<file path="src/rtl/pkt_proc_ctrl.sv">
// rtl/pkt_proc_ctrl.sv - packet processor control FSM (optional run watchdog: PKT_PROC_CTRL_TIMEOUT_EN)
module pkt_proc_ctrl #(
    parameter int IMEM_AW = 9,
    parameter int TMO_W   = 16
) (
    input  logic               clk,
    input  logic               reset,
    input  logic               pkt_wr,
    input  logic               pkt_last,
    input  logic               fifo_full,
    output logic               rx_rdy,
    input  logic               cmd_wr,
    input  logic [31:0]        cmd_data,
    input  logic               cmd_go,
    input  logic               cmd_clr,
    input  logic               sw_reload,
    output logic               imem_we,
    output logic [IMEM_AW-1:0] imem_addr,
    output logic [31:0]        imem_data,
    input  logic               proc_done,
    input  logic               tx_done,
    input  logic [TMO_W-1:0]   timeout_cfg,
    output logic [1:0]         mode_code,
    output logic               pipe_rst,
    output logic [31:0]        status
);

    typedef enum logic [2:0] {
        IDLE  = 3'd0,
        RECV  = 3'd1,
        LOAD  = 3'd2,
        PRIME = 3'd3,
        RUN   = 3'd4,
        SEND  = 3'd5,
        ERR   = 3'd6
    } state_t;

    state_t state, next_state;

    // Extra top bit marks that every instruction address has been written.
    logic [IMEM_AW:0] load_cnt;
    logic [15:0]      pkt_cnt;
    logic             prog_valid;
    logic             load_ovf;
    logic             cmd_drop;
    logic             tmo_flag;
    logic             accept;
    logic             run_expired;
    logic             load_wr;
    logic [8:0]       load_cnt9;

    assign accept    = (state == RECV) && pkt_wr && !fifo_full;
    assign load_wr   = (state == LOAD) && cmd_wr && !load_cnt[IMEM_AW];
    assign load_cnt9 = 9'(load_cnt);

`ifdef PKT_PROC_CTRL_TIMEOUT_EN
    logic [TMO_W-1:0] run_cnt;

    // Watchdog counts RUN cycles, restarting from 0 on every RUN entry.
    always_ff @(posedge clk or negedge reset) begin
        if (!reset)
            run_cnt <= '0;
        else if (state == RUN)
            run_cnt <= run_cnt + 1'b1;
        else
            run_cnt <= '0;
    end

    assign run_expired = (state == RUN) && (timeout_cfg != '0) &&
                         (run_cnt == timeout_cfg - TMO_W'(1));
`else
    logic unused_timeout_cfg;
    assign unused_timeout_cfg = ^timeout_cfg;
    assign run_expired        = 1'b0;
`endif

    // State register.
    always_ff @(posedge clk or negedge reset) begin
        if (!reset)
            state <= IDLE;
        else
            state <= next_state;
    end

    // Next-state selection; proc_done takes priority over watchdog expiry.
    always_comb begin
        next_state = state;
        case (state)
            IDLE:  next_state = RECV;
            RECV:  if (accept && pkt_last)
                       next_state = (!prog_valid || sw_reload) ? LOAD : PRIME;
            LOAD:  if (cmd_go) next_state = PRIME;
            PRIME: next_state = RUN;
            RUN:   if (proc_done) next_state = SEND;
                   else if (run_expired) next_state = ERR;
            SEND:  if (tx_done) next_state = RECV;
            ERR:   if (cmd_clr) next_state = RECV;
            default: next_state = IDLE;
        endcase
    end

    // Mode, pipeline reset and RX handshake decoded from the current state.
    always_comb begin
        mode_code = 2'b00;
        pipe_rst  = 1'b1;
        rx_rdy    = 1'b0;
        case (state)
            RECV:  begin pipe_rst = 1'b0; rx_rdy = !fifo_full; end
            LOAD:  mode_code = 2'b10;
            PRIME: mode_code = 2'b10;
            RUN:   begin mode_code = 2'b10; pipe_rst = 1'b0; end
            SEND:  begin mode_code = 2'b01; pipe_rst = 1'b0; end
            default: ;
        endcase
    end

    // Instruction-memory write port and load counter.
    always_ff @(posedge clk or negedge reset) begin
        if (!reset) begin
            imem_we   <= 1'b0;
            imem_addr <= '0;
            imem_data <= '0;
            load_cnt  <= '0;
        end else begin
            imem_we <= load_wr;
            if (load_wr) begin
                imem_addr <= load_cnt[IMEM_AW-1:0];
                imem_data <= cmd_data;
                load_cnt  <= load_cnt + 1'b1;
            end else if (state == RECV && next_state == LOAD) begin
                load_cnt  <= '0;
            end
        end
    end

    // Program-valid, sticky error flags and packet counter; new events beat cmd_clr.
    always_ff @(posedge clk or negedge reset) begin
        if (!reset) begin
            prog_valid <= 1'b0;
            load_ovf   <= 1'b0;
            cmd_drop   <= 1'b0;
            tmo_flag   <= 1'b0;
            pkt_cnt    <= '0;
        end else begin
            if (state == LOAD && cmd_go)
                prog_valid <= 1'b1;
            else if (state == ERR && cmd_clr)
                prog_valid <= 1'b0;
            if (cmd_clr) begin
                load_ovf <= 1'b0;
                cmd_drop <= 1'b0;
                tmo_flag <= 1'b0;
            end
            if (state == LOAD && cmd_wr && load_cnt[IMEM_AW])
                load_ovf <= 1'b1;
            if (state != LOAD && cmd_wr)
                cmd_drop <= 1'b1;
            if (run_expired && !proc_done)
                tmo_flag <= 1'b1;
            if (state == SEND && tx_done)
                pkt_cnt <= pkt_cnt + 1'b1;
        end
    end

    assign status = {pkt_cnt, load_cnt9, tmo_flag, cmd_drop, load_ovf, prog_valid, state};

endmodule

</file>
<file path="config.mk">
export PLATFORM = sky130hd
export DESIGN_NAME = pkt_proc_ctrl
export DESIGN_NICKNAME = d
export VERILOG_FILES = /design/src/rtl/pkt_proc_ctrl.sv
export SDC_FILE = /design/constraint.sdc
export NUM_CORES = 1
export LEC_CHECK = 0
export ABC_AREA = 1
export CORE_MARGIN = 8
export CORE_UTILIZATION = 35
export CTS_CLUSTER_DIAMETER = 80
export DETAILED_ROUTE_END_ITERATION = 10
export GPL_ROUTABILITY_DRIVEN = 1
export PLACE_DENSITY = 0.72
export SLEW_MARGIN = 0
export SYNTH_ARGS = -nofsm -noshare
export SYNTH_HDL_FRONTEND = slang
export SYNTH_SLANG_ARGS = --single-unit
</file>
<file path="constraint.sdc">
create_clock -name clk -period 2.98 [get_ports clk]
set_input_delay 0.298 -clock clk [delete_from_list [all_inputs] [get_ports clk]]
set_output_delay 0.298 -clock clk [all_outputs]
set_load 0.005 [all_outputs]
</file>
==> summary.txt, run 1 <==
Power
  – P_leak: 2.30 nW
  – Reg power frac: 41.5%
  – Internal power: 2.67 mW
  – Sw Pwr: 1.28 mW
  – Comb pwr share: 38.1%
  – Sw frac: 32.5%
  – PwrDens: 817 nW/um^2
  – Peak VDD IR: 0.352 mV
  – Clock power frac: 20.5%

Layout
  – Most common cell after layout, fill and taps aside: nand2_1
  – Nets: 587
  – Ant. Diodes: 0
  – Area delta synth->final: 39.9%
  – Core Util, Final: 50.0%
  – Fraction of layout cells with a size suffix above 1: 5.46%
  – Most frequent cells in the layout: nand2_1 (187), clkdlybuf4s50_1 (118), dfrtp_1 (74), inv_1 (30), o21ai_0 (25)
  – Finished Layout Cells: 664
  – Design Area, Final: 4840 sq um

Setup path
  – Critical path data arrival time: 1.76 ns
  – Max FO, Critical Path: 7
  – FF-to-FF End: load_cnt[1]
  – CP max stage cell: clkdlybuf4s50_1
  – R2R Setup Slk: 0.94 ns
  – Critical path data required time: 2.68 ns
  – CP Launch Type: register
  – CP Capture Type: output port
  – Critical path's largest stage delay: 0.50 ns
  – CP dominant cell by count: inv_1
  – RR Startpoint: state[2]
  – Critical Path, Cell by Cell: inv_1 -> nor2_2 -> nand2_1 -> inv_1 -> clkdlybuf4s50_1
  – CP Class: reg -> out
  – FF-to-FF path depth: 7

Clock network
  – CTS root buf: clkbuf_8
  – Clock transition at path regs: 0.09 ns
  – Post-CTS Setup Inserts: 0
  – Clk sink count: 74
  – CTS tree: built
  – Maximum clock insertion buffer count: 2
  – Clk_lat worst skew: 0.36 ns
  – Post-CTS sizing: 0
  – Hold_buf cts: 0
  – Num CTS Buffers: 9
  – Clock H-tree levels: 3

Status
  – Status: finished clean

Routing
  – WL/cell: 13.5 um
  – Top Metal Used: met4
  – Vias: 2970
  – Initial DRC count: 134
  – Met2 wire len: 4050 um
  – Aggregate routed wire length: 8940 um
  – Antenna-violating nets left: 0
  – DRT met1 WL: 3850 um
  – Vias per cell: 4.47
  – Metal3 WL: 908 um
  – 1st-pass router iterations: 5
  – DR DRC count: 0

Run
  – Max cap viols: 0

Yosys
  – Synth area leader: dfrtp_1
  – Area contributors post-synth: dfrtp_1 (54%), nand2_1 (20%), buf_4 (3.7%)
  – Synthesized area per cell: 8.26 sq um
  – Synth cell types: 28
  – Share of the synthesized area in the top cell type: 53.5%
  – Yosys reg bits: 74
  – Ys Warns: 0
  – Synthesized instance count: 419
  – Post-Synthesis Cell Area: 3460 sq um
  – Mapped Nets: 480
  – Sequential-to-total area share from yosys stat: 53.5%

Timing
  – Worst-Margin Slew: 0.944 ns
  – Max-slew violation total from the final report: 0
  – RSZ-0062 raised after global routing: false
  – Setup violators final: 0
  – Fmax: 486 MHz
  – Final worst slack: 0.923 ns
  – Period utilization: 69.0%
  – Minimum clock period: 2.06 ns
  – Total Neg Setup Slack: 0 ns
  – Final Hold Viols: 0
  – Final Skew: 0.0207 ns
  – Slew headroom: 37.0%

Place
  – DP HPWL: 6600 um
  – Cell count after placement: 648
  – DP Worst Slack: 0.893 ns
  – IO buf count: 119
  – Area post-placement: 4630 sq um
  – GP Congestion: 0.852

Worst hold path
  – Hold Path Class: in -> async

Floorplanning
  – Core area: 9680 sq um
  – Die ar.: 13300 sq um
  – Rows: 36
  – Die span in y: 115 um
  – Ports: 137
  – Die W: 115 um
  – Initial core utilization: 35.7%

Global route
  – Grt ovf: 0
  – First-pass GRT wire length: 14500 um
  – Antenna violations before repair: 0
  – Largest net degree at the start of global routing: 75
  – Vias in the first global route: 2947
  – GRT Util Overall: 13.8%
==> layer usage <==
layer / track usage [%] / vias to the layer above
met5: 0 / -
met4: 5.78 / 0
met3: 5.78 / 11
met2: 21.4 / 95
met1: 16.6 / 1353
li1: - / 1511
==> per-stage QoR <==
stage	power, mW	hold WS [ns]
3_5_place_dp	3.18	0.464
3_3_place_gp	3.15	0.461
4_1_cts	4.01	0.116
5_1_grt	4.23	0.171
2_1_floorplan	2.27	0.00241
6_report	3.95	0.0858
==> critical path, delay by kind of cell, from the launching register on <==
kind                   cells  cell delay (ns)
buffers and inverters      3             0.69
DFF                        1             0.44
and+or+nand+nor            2             0.28
==> Yosys cell counts (all sizes together) <==
cell type,instances
o211ai,1
nor2,22
dfrtp,74
xnor2,3
buf,24
or2,1
nor4,1
conb,1
xor2,6
nor3,5
nand3,21
o21a,1
o21ai,29
nand3b,1
nand4,6
ha,2
inv,34
nand2,187
==> power groups by stage <==
stage	logic, mW	registers [mW]	clock network, mW
5_1_grt	1.68	1.69	0.860
6_report	1.50	1.64	0.808
4_1_cts	1.54	1.64	0.828
3_5_place_dp	1.53	1.66	0
2_1_floorplan	0.652	1.62	0
3_3_place_gp	1.50	1.65	0
==> layout make-up <==
| cell class | instances | area [sq um] |
|---|---|---|
| fill | 951 | 4840 |
| sequential | 74 | 1850 |
| multi-input combinational | 287 | 1290 |
| timing repair buffer | 120 | 1200 |
| tap | 133 | 166 |
| clock buffer | 12 | 155 |
| inverter | 34 | 130 |
| clock inverter | 4 | 50.0 |
==> worst max-delay path by stage <==
stage | slack [ns] | cells after the start | startpoint | to
2_1_floorplan | 1.58 | 9 | state[2] | imem_addr[8]
3_3_place_gp | 0.95 | 7 | state[2] | load_cnt[6]
3_5_place_dp | 0.89 | 7 | state[2] | load_cnt[1]
4_1_cts | 0.88 | 7 | state[2] | load_cnt[1]
5_1_grt | 0.70 | 7 | state[2] | load_cnt[6]
6_report | 0.92 | 5 | state[0] | mode_code[0]
==> flip-flops by register name (all words and copies together) (netlist names) <==
name and flops:
imem_data 32, pkt_cnt 16, cmd_drop 1, load_ovf 1, imem_addr 9, prog_valid 1
state 3, imem_we 1, load_cnt 10
==> cells by family (layout without fill, tap and decap cells) <==
logic type / after synthesis / after routing / share of synthesized area, %
adders and majority gates: 2 / 2 / 0.723
buffers and inverters: 58 / 170 / 9.19
AOI/OAI and AO/OA: 31 / 31 / 4.63
DFF: 74 / 74 / 53.5
and+or+nand+nor: 244 / 244 / 29.5
xor gates and xnor gates: 9 / 9 / 2.28
other: 1 / 1 / 0.108
(Power assumes the default switching activity.)
==> inputs of run 2 (changes only) <==
--- a/config.mk
+++ b/config.mk
@@ -11,7 +11,7 @@
 export CTS_CLUSTER_DIAMETER = 80
 export DETAILED_ROUTE_END_ITERATION = 10
 export GPL_ROUTABILITY_DRIVEN = 1
-export PLACE_DENSITY = 0.72
+export PLACE_DENSITY = 0.74
 export SLEW_MARGIN = 0
 export SYNTH_ARGS = -nofsm -noshare
 export SYNTH_HDL_FRONTEND = slang
==> constraint.sdc (replaced) <==
create_clock -name clk -period 1.7 [get_ports clk]
set_input_delay 0.17 -clock clk [delete_from_list [all_inputs] [get_ports clk]]
set_output_delay 0.17 -clock clk [all_outputs]
set_load 0.005 [all_outputs]
==> run 2 against run 1 <==
Core utilization up 1.3 points. First-iteration DRC count down 12%. Clock power up 50%. Sequential power up 74%. Final cell count up 2.4%. Combinational power up 91%. Worst setup slack worse by 0.82 ns. Via count up 4.3%. Highest routed layer unchanged.
==> summary.txt, run 2 (synthesized netlist as in run 1, its figures left out) <==
Clock network
  – Clk_lat worst skew: 0.34 ns (was 0.36 ns)
  – Clock transition at path regs: 0.08 ns (was 0.09 ns)
  – Num CTS Buffers: 9 (unchanged)
  – Maximum clock insertion buffer count: 2 (unchanged)
  – CTS tree: built (unchanged)
  – Clk sink count: 74 (unchanged)
  – Clock H-tree levels: 3 (unchanged)
  – CTS root buf: clkbuf_8 (unchanged)

Run
  – Max cap viols: 0 (unchanged)

Global route
  – First-pass GRT wire length: 15300 um (was 14500 um)
  – Antenna violations before repair: 0 (unchanged)
  – Grt ovf: 0 (unchanged)
  – GRT Util Overall: 14.4% (was 13.8%)
  – Vias in the first global route: 3115 (was 2947)
  – Largest net degree at the start of global routing: 37 (was 75)

Setup path
  – CP max stage cell: dfrtp_2 (was clkdlybuf4s50_1)
  – CP Launch Type: register (unchanged)
  – CP dominant cell by count: nand2_1 (was inv_1)
  – Critical Path, Cell by Cell: buf_4 -> nor2_2 -> nand2_1 -> nand2_1 -> inv_1 -> nand2_1 -> clkdlybuf4s15_1 (was inv_1 -> nor2_2 -> nand2_1 -> inv_1 -> clkdlybuf4s50_1)
  – Max FO, Critical Path: 5 (was 7)
  – Critical path's largest stage delay: 0.43 ns (was 0.50 ns)
  – FF-to-FF path depth: 8 (was 7)
  – CP Class: reg -> out (unchanged)
  – Critical path data arrival time: 1.42 ns (was 1.76 ns)
  – Critical path destination: mode_code[1] (was mode_code[0])
  – CP Capture Type: output port (unchanged)
  – R2R Setup Slk: 0.13 ns (was 0.94 ns)
  – Critical path data required time: 1.53 ns (was 2.68 ns)
  – RR Startpoint: state[1] (was state[2])
  – FF-to-FF End: pkt_cnt[9] (was load_cnt[1])
  – CP Launch Point: state[1] (was state[0])

Routing
  – Aggregate routed wire length: 9470 um (was 8940 um)
  – 1st-pass router iterations: 4 (was 5)
  – WL/cell: 13.9 um (was 13.5 um)
  – Antenna-violating nets left: 0 (unchanged)
  – Vias: 3098 (was 2970)
  – DR DRC count: 0 (unchanged)
  – Initial DRC count: 118 (was 134)
  – Vias per cell: 4.56 (was 4.47)

Layout
  – Fraction of layout cells with a size suffix above 1: 9.69% (was 5.46%)
  – Top reg by flops: imem_data (unchanged)
  – Nets: 603 (was 587)
  – Most frequent cells in the layout: nand2_1 (185), clkdlybuf4s50_1 (113), dfrtp_1 (71), inv_1 (29), o21ai_0 (25) (was nand2_1 (187), clkdlybuf4s50_1 (118), dfrtp_1 (74), inv_1 (30), o21ai_0 (25))
  – Area delta synth->final: 43.6% (was 39.9%)
  – Design Area, Final: 4970 sq um (was 4840 sq um)
  – Max FFs per register: 32 (unchanged)
  – Top Registers: imem_data x32, pkt_cnt x16, load_cnt x10 (unchanged)
  – Most common cell after layout, fill and taps aside: nand2_1 (unchanged)
  – Ant. Diodes: 0 (unchanged)

Timing
  – Setup violators final: 0 (unchanged)
  – Total Neg Setup Slack: 0 ns (unchanged)
  – Final Hold Viols: 0 (unchanged)
  – WHS: 0.274 ns (was 0.0858 ns)
  – Fmax: 628 MHz
  – Max-slew violation total from the final report: 0 (unchanged)
  – Final worst slack: 0.108 ns (was 0.923 ns)
  – Minimum clock period: 1.59 ns
  – Final Skew: 0.0115 ns (was 0.0207 ns)
  – Period utilization: 93.6%
  – RSZ-0062 raised after global routing: false (unchanged)

Power
  – Peak VDD IR: 0.545 mV (was 0.352 mV)
  – PwrDens: 1390 nW/um^2 (was 817 nW/um^2)
  – P_leak: 2.39 nW (was 2.30 nW)

Floorplanning
  – Die span in y: 115 um (unchanged)
  – Ports: 137 (unchanged)
  – Rows: 36 (unchanged)
  – Initial core utilization: 35.7% (unchanged)
  – Core area: 9680 sq um (unchanged)
  – Die ar.: 13300 sq um (unchanged)
  – Die W: 115 um (unchanged)

Worst hold path
  – Hold Path Class: in -> async (unchanged)

Status
  – Status: finished clean (unchanged)

Place
  – DP Worst Slack: 0.118 ns (was 0.893 ns)
  – IO buf count: 119 (unchanged)
  – DP HPWL: 7010 um (was 6600 um)
  – Area post-placement: 4700 sq um (was 4630 sq um)
  – GP Congestion: 0.841 (was 0.852)
[run 2: stage by stage]
stage	utilization [%]	power, mW	std cells
3_3_place_gp	48.6	5.55	654
4_1_cts	51.1	7.00	679
5_1_grt	51.3	7.46	680
6_report	51.3	6.93	680
2_1_floorplan	-	3.98	419
3_5_place_dp	48.6	5.64	654
[run 2: worst min path at each step]
stage	slack, ns	endpoint	cells after the start
floorplan	-0.13	cmd_drop	0
global placement	0.08	state[1]	1
detailed placement	0.09	state[1]	1
CTS	0.25	pkt_cnt[7]	2
global route	0.28	pkt_cnt[13]	2
finish	0.27	pkt_cnt[7]	2
[run 2: where the power goes]
part	internal (mW)	switching, mW
sequential	2.37	0.490
clock	0.563	0.646
combinational	1.67	1.19
total	4.60	2.33
[run 2: cell type report]
class,count,area (sq um)
well taps,133,166
clock buffers,11,141
fillers,909,4720
multi-input cells,287,1310
repair buffers,136,1340
clock inverters,5,30.0
flip-flops and latches,74,1860
inverters,34,130
[run 2: timing repair]
action	CTS	global route
setup buffers	8	1
setup endpoints to repair	4	12
pin swaps	2	1
endpoints found under the hold margin	20	0
hold buffers	1	0
gates resized for setup	10	9
[run 2: critical path: cells and delay by family (launching register included)]
kind                   cells  cell delay [ns]
buffers and inverters      3             0.39
flip-flops                 1             0.43
AND/OR/NAND/NOR            4             0.27
[run 2: metal layers]
metal	up-vias	part of all wire [%]	global-route usage, %
met1	1438	42	16.6
met2	113	47	24.0
met4	0	1.1	4.64
met3	11	9.3	5.78
met5	-	0	0
li1	1536	-	-
==> inputs of run 3 (changes only) <==
--- a/config.mk
+++ b/config.mk
@@ -5,13 +5,12 @@
 export SDC_FILE = /design/constraint.sdc
 export NUM_CORES = 1
 export LEC_CHECK = 0
-export ABC_AREA = 1
-export CORE_MARGIN = 8
+export CORE_MARGIN = 4
 export CORE_UTILIZATION = 35
 export CTS_CLUSTER_DIAMETER = 80
 export DETAILED_ROUTE_END_ITERATION = 10
 export GPL_ROUTABILITY_DRIVEN = 1
-export PLACE_DENSITY = 0.74
+export PLACE_DENSITY = 0.76
 export SLEW_MARGIN = 0
 export SYNTH_ARGS = -nofsm -noshare
 export SYNTH_HDL_FRONTEND = slang
==> constraint.sdc (replaced) <==
create_clock -name clk -period 1.4 [get_ports clk]
set_input_delay 0.14 -clock clk [delete_from_list [all_inputs] [get_ports clk]]
set_output_delay 0.14 -clock clk [all_outputs]
set_load 0.005 [all_outputs]
==> run 3 against run 2 <==
Highest routed layer unchanged. Critical path depth down 3. Sequential share of layout area down 2.8 points. Largest power group unchanged. Via count down 5.6%. Largest cell class unchanged. Worst setup slack worse by 0.35 ns. The flow now finishes with violations (setup timing). Core utilization up 9.5 points. Sequential power up 8.0%. Sequential cell count unchanged. Power up 13%. Non-clock buffer count up 49.
==> summary.txt, run 3 <==
Clock network
  – Clock transition at path regs: 0.08 ns (about the same)
  – Clock H-tree levels: 3 (unchanged)
  – CTS tree: built (unchanged)
  – Clk sink count: 74 (unchanged)
  – CTS root buf: clkbuf_8 (unchanged)
  – Num CTS Buffers: 9 (unchanged)
  – Maximum clock insertion buffer count: 2 (unchanged)
  – Clk_lat worst skew: 0.34 ns (about the same)

Yosys
  – Yosys reg bits: 74 (unchanged)
  – Simple-gate portion of the synthesized area: 24.1% (was 29.5%)
  – Share of the synthesized area in the top cell type: 57.2% (was 53.5%)
  – Multiplexer share of the synthesized area: 2.82% (was 0%)
  – Post-synthesis xor/xnor area fraction: 4.06% (was 2.28%)
  – Adder-Cell Fraction of Synth Area: 0.773% (was 0.723%)
  – Synthesized instance count: 344 (was 419)
  – Synthesized area per cell: 9.41 sq um (was 8.26 sq um)
  – Synth area leader: dfrtp_1 (unchanged)
  – Post-Synthesis Cell Area: 3240 sq um (was 3460 sq um)
  – Sequential-to-total area share from yosys stat: 57.2% (was 53.5%)
  – Mapped Nets: 405 (was 480)
  – Area contributors post-synth: dfrtp_1 (57%), nand2_1 (16%), xnor2_1 (3.5%) (was dfrtp_1 (54%), nand2_1 (20%), buf_4 (3.7%))
  – Synth Flop Type: dfrtp_1 (unchanged)
  – Ys Warns: 0 (unchanged)
  – Most common cell in the netlist: nand2_1 (unchanged)
  – Asr flop ratio synth: 100% (unchanged)
  – Post-synth EDFFs: 0 (unchanged)
  – Synth cell types: 38 (was 28)
  – Compound-Gate Fraction of Synth Area: 4.64% (was 4.63%)
  – Synth top cells by count: nand2_1 (141), dfrtp_1 (74), nand3_1 (14) (was nand2_1 (187), dfrtp_1 (74), inv_1 (30))
  – Largest family of logic cells by synthesized area: simple AND/OR/NAND/NOR gates (unchanged)

Run
  – Max cap viols: 0 (unchanged)

Global route
  – GRT Util Overall: 16.4% (was 14.4%)
  – Grt ovf: 0 (unchanged)
  – Antenna violations before repair: 0 (unchanged)
  – Vias in the first global route: 2959 (was 3115)
  – Largest net degree at the start of global routing: 75 (was 37)
  – First-pass GRT wire length: 14600 um (was 15300 um)

Layout
  – Top reg by flops: imem_data (unchanged)
  – Top Registers: imem_data x32, pkt_cnt x16, load_cnt x10 (unchanged)
  – Most frequent cells in the layout: nand2_1 (135), clkdlybuf4s50_1 (81), dfrtp_1 (70), buf_4 (52), dlymetal6s2s_1 (22) (was nand2_1 (185), clkdlybuf4s50_1 (113), dfrtp_1 (71), inv_1 (29), o21ai_0 (25))
  – Max FFs per register: 32 (unchanged)
  – Nets: 572 (was 603)
  – Fraction of layout cells with a size suffix above 1: 22.5% (was 9.69%)
  – Ant. Diodes: 0 (unchanged)
  – Most common cell after layout, fill and taps aside: nand2_1 (unchanged)
  – Finished Layout Cells: 623 (was 680)
  – Area delta synth->final: 66.2% (was 43.6%)

Setup path
  – CP Launch Type: register (unchanged)
  – Critical path data arrival time: 1.92 ns (was 1.42 ns)
  – FF-to-FF path depth: 4 (was 8)
  – CP Class: reg -> reg (was reg -> out)
  – CP Capture Type: register (was output port)
  – FF-to-FF End: load_cnt[8] (was pkt_cnt[9])
  – RR Startpoint: state[0] (was state[1])
  – Max FO, Critical Path: 4 (was 5)
  – R2R Setup Slk: -0.24 ns (was 0.13 ns)
  – Critical path data required time: 1.68 ns (was 1.53 ns)

Place
  – IO buf count: 119 (unchanged)
  – DP HPWL: 5930 um (was 7010 um)
  – Cell count after placement: 570 (was 654)
  – GP Congestion: 0.781 (was 0.841)

Timing
  – Max-slew violation total from the final report: 0 (unchanged)
  – Final Skew: 0.00651 ns (was 0.0115 ns)
  – Setup violators final: 72 (was 0)
  – Period utilization: 117%
  – Fmax: 609 MHz
  – RSZ-0062 raised after global routing: true (was false)
  – Final Hold Viols: 0 (unchanged)
  – Minimum clock period: 1.64 ns
  – Total Neg Setup Slack: -7.12 ns (was 0 ns)
  – Final worst slack: -0.243 ns (was 0.108 ns)

Routing
  – Vias per cell: 4.69 (was 4.56)
  – Vias: 2923 (was 3098)
  – Aggregate routed wire length: 8850 um (was 9470 um)
  – DR DRC count: 0 (unchanged)
  – 1st-pass router iterations: 4 (unchanged)
  – WL/cell: 14.2 um (was 13.9 um)
  – Antenna-violating nets left: 0 (unchanged)
  – Initial DRC count: 56 (was 118)

Floorplanning
  – Ports: 137 (unchanged)
  – Initial core utilization: 36.6% (was 35.7%)
  – Die ar.: 10900 sq um (was 13300 sq um)
  – Die W: 104 um (was 115 um)
  – Die span in y: 104 um (was 115 um)
  – Core area: 8850 sq um (was 9680 sq um)
  – Rows: 34 (was 36)

Power
  – Peak VDD IR: 0.633 mV (was 0.545 mV)
  – P_leak: 2.92 nW (was 2.39 nW)
  – PwrDens: 1460 nW/um^2 (was 1390 nW/um^2)

Worst hold path
  – Worst hold start: cmd_data[23]
  – Hold Path Class: in -> reg (was in -> async)
  – Min-Delay Endpoint: imem_data[23]
  – Hold Path Depth: 3

Status
  – Failing checks: setup timing
  – Status: finished, violations left (was finished clean)
[run 3: cell count changes in the layout (fill, tap and decap cells not counted), sizes merged, moves of 10 or more]
cell | before | now
buf | 17 | 69
nand2 | 187 | 141
clkdlybuf4s50 | 113 | 81
inv | 34 | 7
o21ai | 29 | 7
dlymetal6s2s | 1 | 22
nor2 | 22 | 4
xnor2 | 3 | 13
[run 3: cells by family after synthesis]
group | count (synthesis)
other | 1
DFF | 74
muxes | 9
adders and majority gates | 2
AOI/OAI and AO/OA | 23
and+or+nand+nor | 182
xor gates and xnor gates | 15
buffers and inverters | 38
[run 3: worst max path at each step]
| stage | from | end | slack, ns | cells past startpoint |
|---|---|---|---|---|
| finish | state[0] | load_cnt[8] | -0.24 | 4 |
| global route | state[1] | load_cnt[2] | -0.29 | 6 |
| CTS | state[0] | load_cnt[8] | -0.23 | 4 |
| detailed placement | cmd_wr | load_cnt[2] | -0.56 | 6 |
| global placement | cmd_wr | imem_data[21] | -0.49 | 7 |
| floorplan | state[0] | load_cnt[8] | -0.26 | 5 |
[run 3: area by class of cell]
type	count	area, sq um
Fill cell	757	3470
Tap cell	108	135
Clock inverter	5	103
Timing Repair Buffer	185	1780
Multi-Input combinational cell	233	1330
Inverter	8	35.0
Sequential cell	74	1860
Clock buffer	10	138
[run 3: metal layers]
| layer | share of wire, % | up-vias | GRT usage, % | routed length (um) |
|---|---|---|---|---|
| met5 | 0 | - | 0 | 0 |
| met4 | 1.3 | 0 | 4.84 | 112 |
| li1 | - | 1436 | - | - |
| met1 | 43 | 1391 | 20.2 | 3820 |
| met2 | 50 | 84 | 27.6 | 4440 |
| met3 | 5.4 | 12 | 4.97 | 474 |
[run 3: what timing repair did]
item                       in CTS  in global routing
gates cloned                    1                  0
buffers inserted               22                 14
hold endpoints to repair       74                  0
setup endpoints to repair      96                100
hold buffers                    1                  0
gates resized for setup        54                 39
pin swaps                      19                 10
[run 3: critical path, stage by stage, from the launching register on]
cell and delay [ns]:
dfrtp_1 0.40, nand2b_4 0.15, or4_4 0.47, or4_1 0.48, nand3_1 0.08
[run 3: power breakdown]
| part | internal (mW) | leakage [nW] | switching (mW) | total [mW] |
|---|---|---|---|---|
| clock | 1.22 | 0.118 | 0.769 | 1.99 |
| sequential | 2.75 | 0.964 | 0.341 | 3.09 |
| combinational | 1.73 | 1.84 | 1.04 | 2.78 |
[run 3: through the flow]
step | total power, mW | worst slack [ns] | utilization [%] | hold WS (ns) | cell area, sq um
after floorplan | 3.92 | -0.264 | - | -0.156 | 3320
after global placement | 5.58 | -0.493 | 52.8 | 0.182 | 4670
after detailed placement | 5.67 | -0.561 | 52.8 | 0.188 | 4670
after CTS | 7.80 | -0.230 | 58.4 | 0.307 | 5170
after global routing | 8.37 | -0.295 | 60.8 | 0.319 | 5380
final | 7.85 | -0.243 | 60.8 | 0.323 | 5380
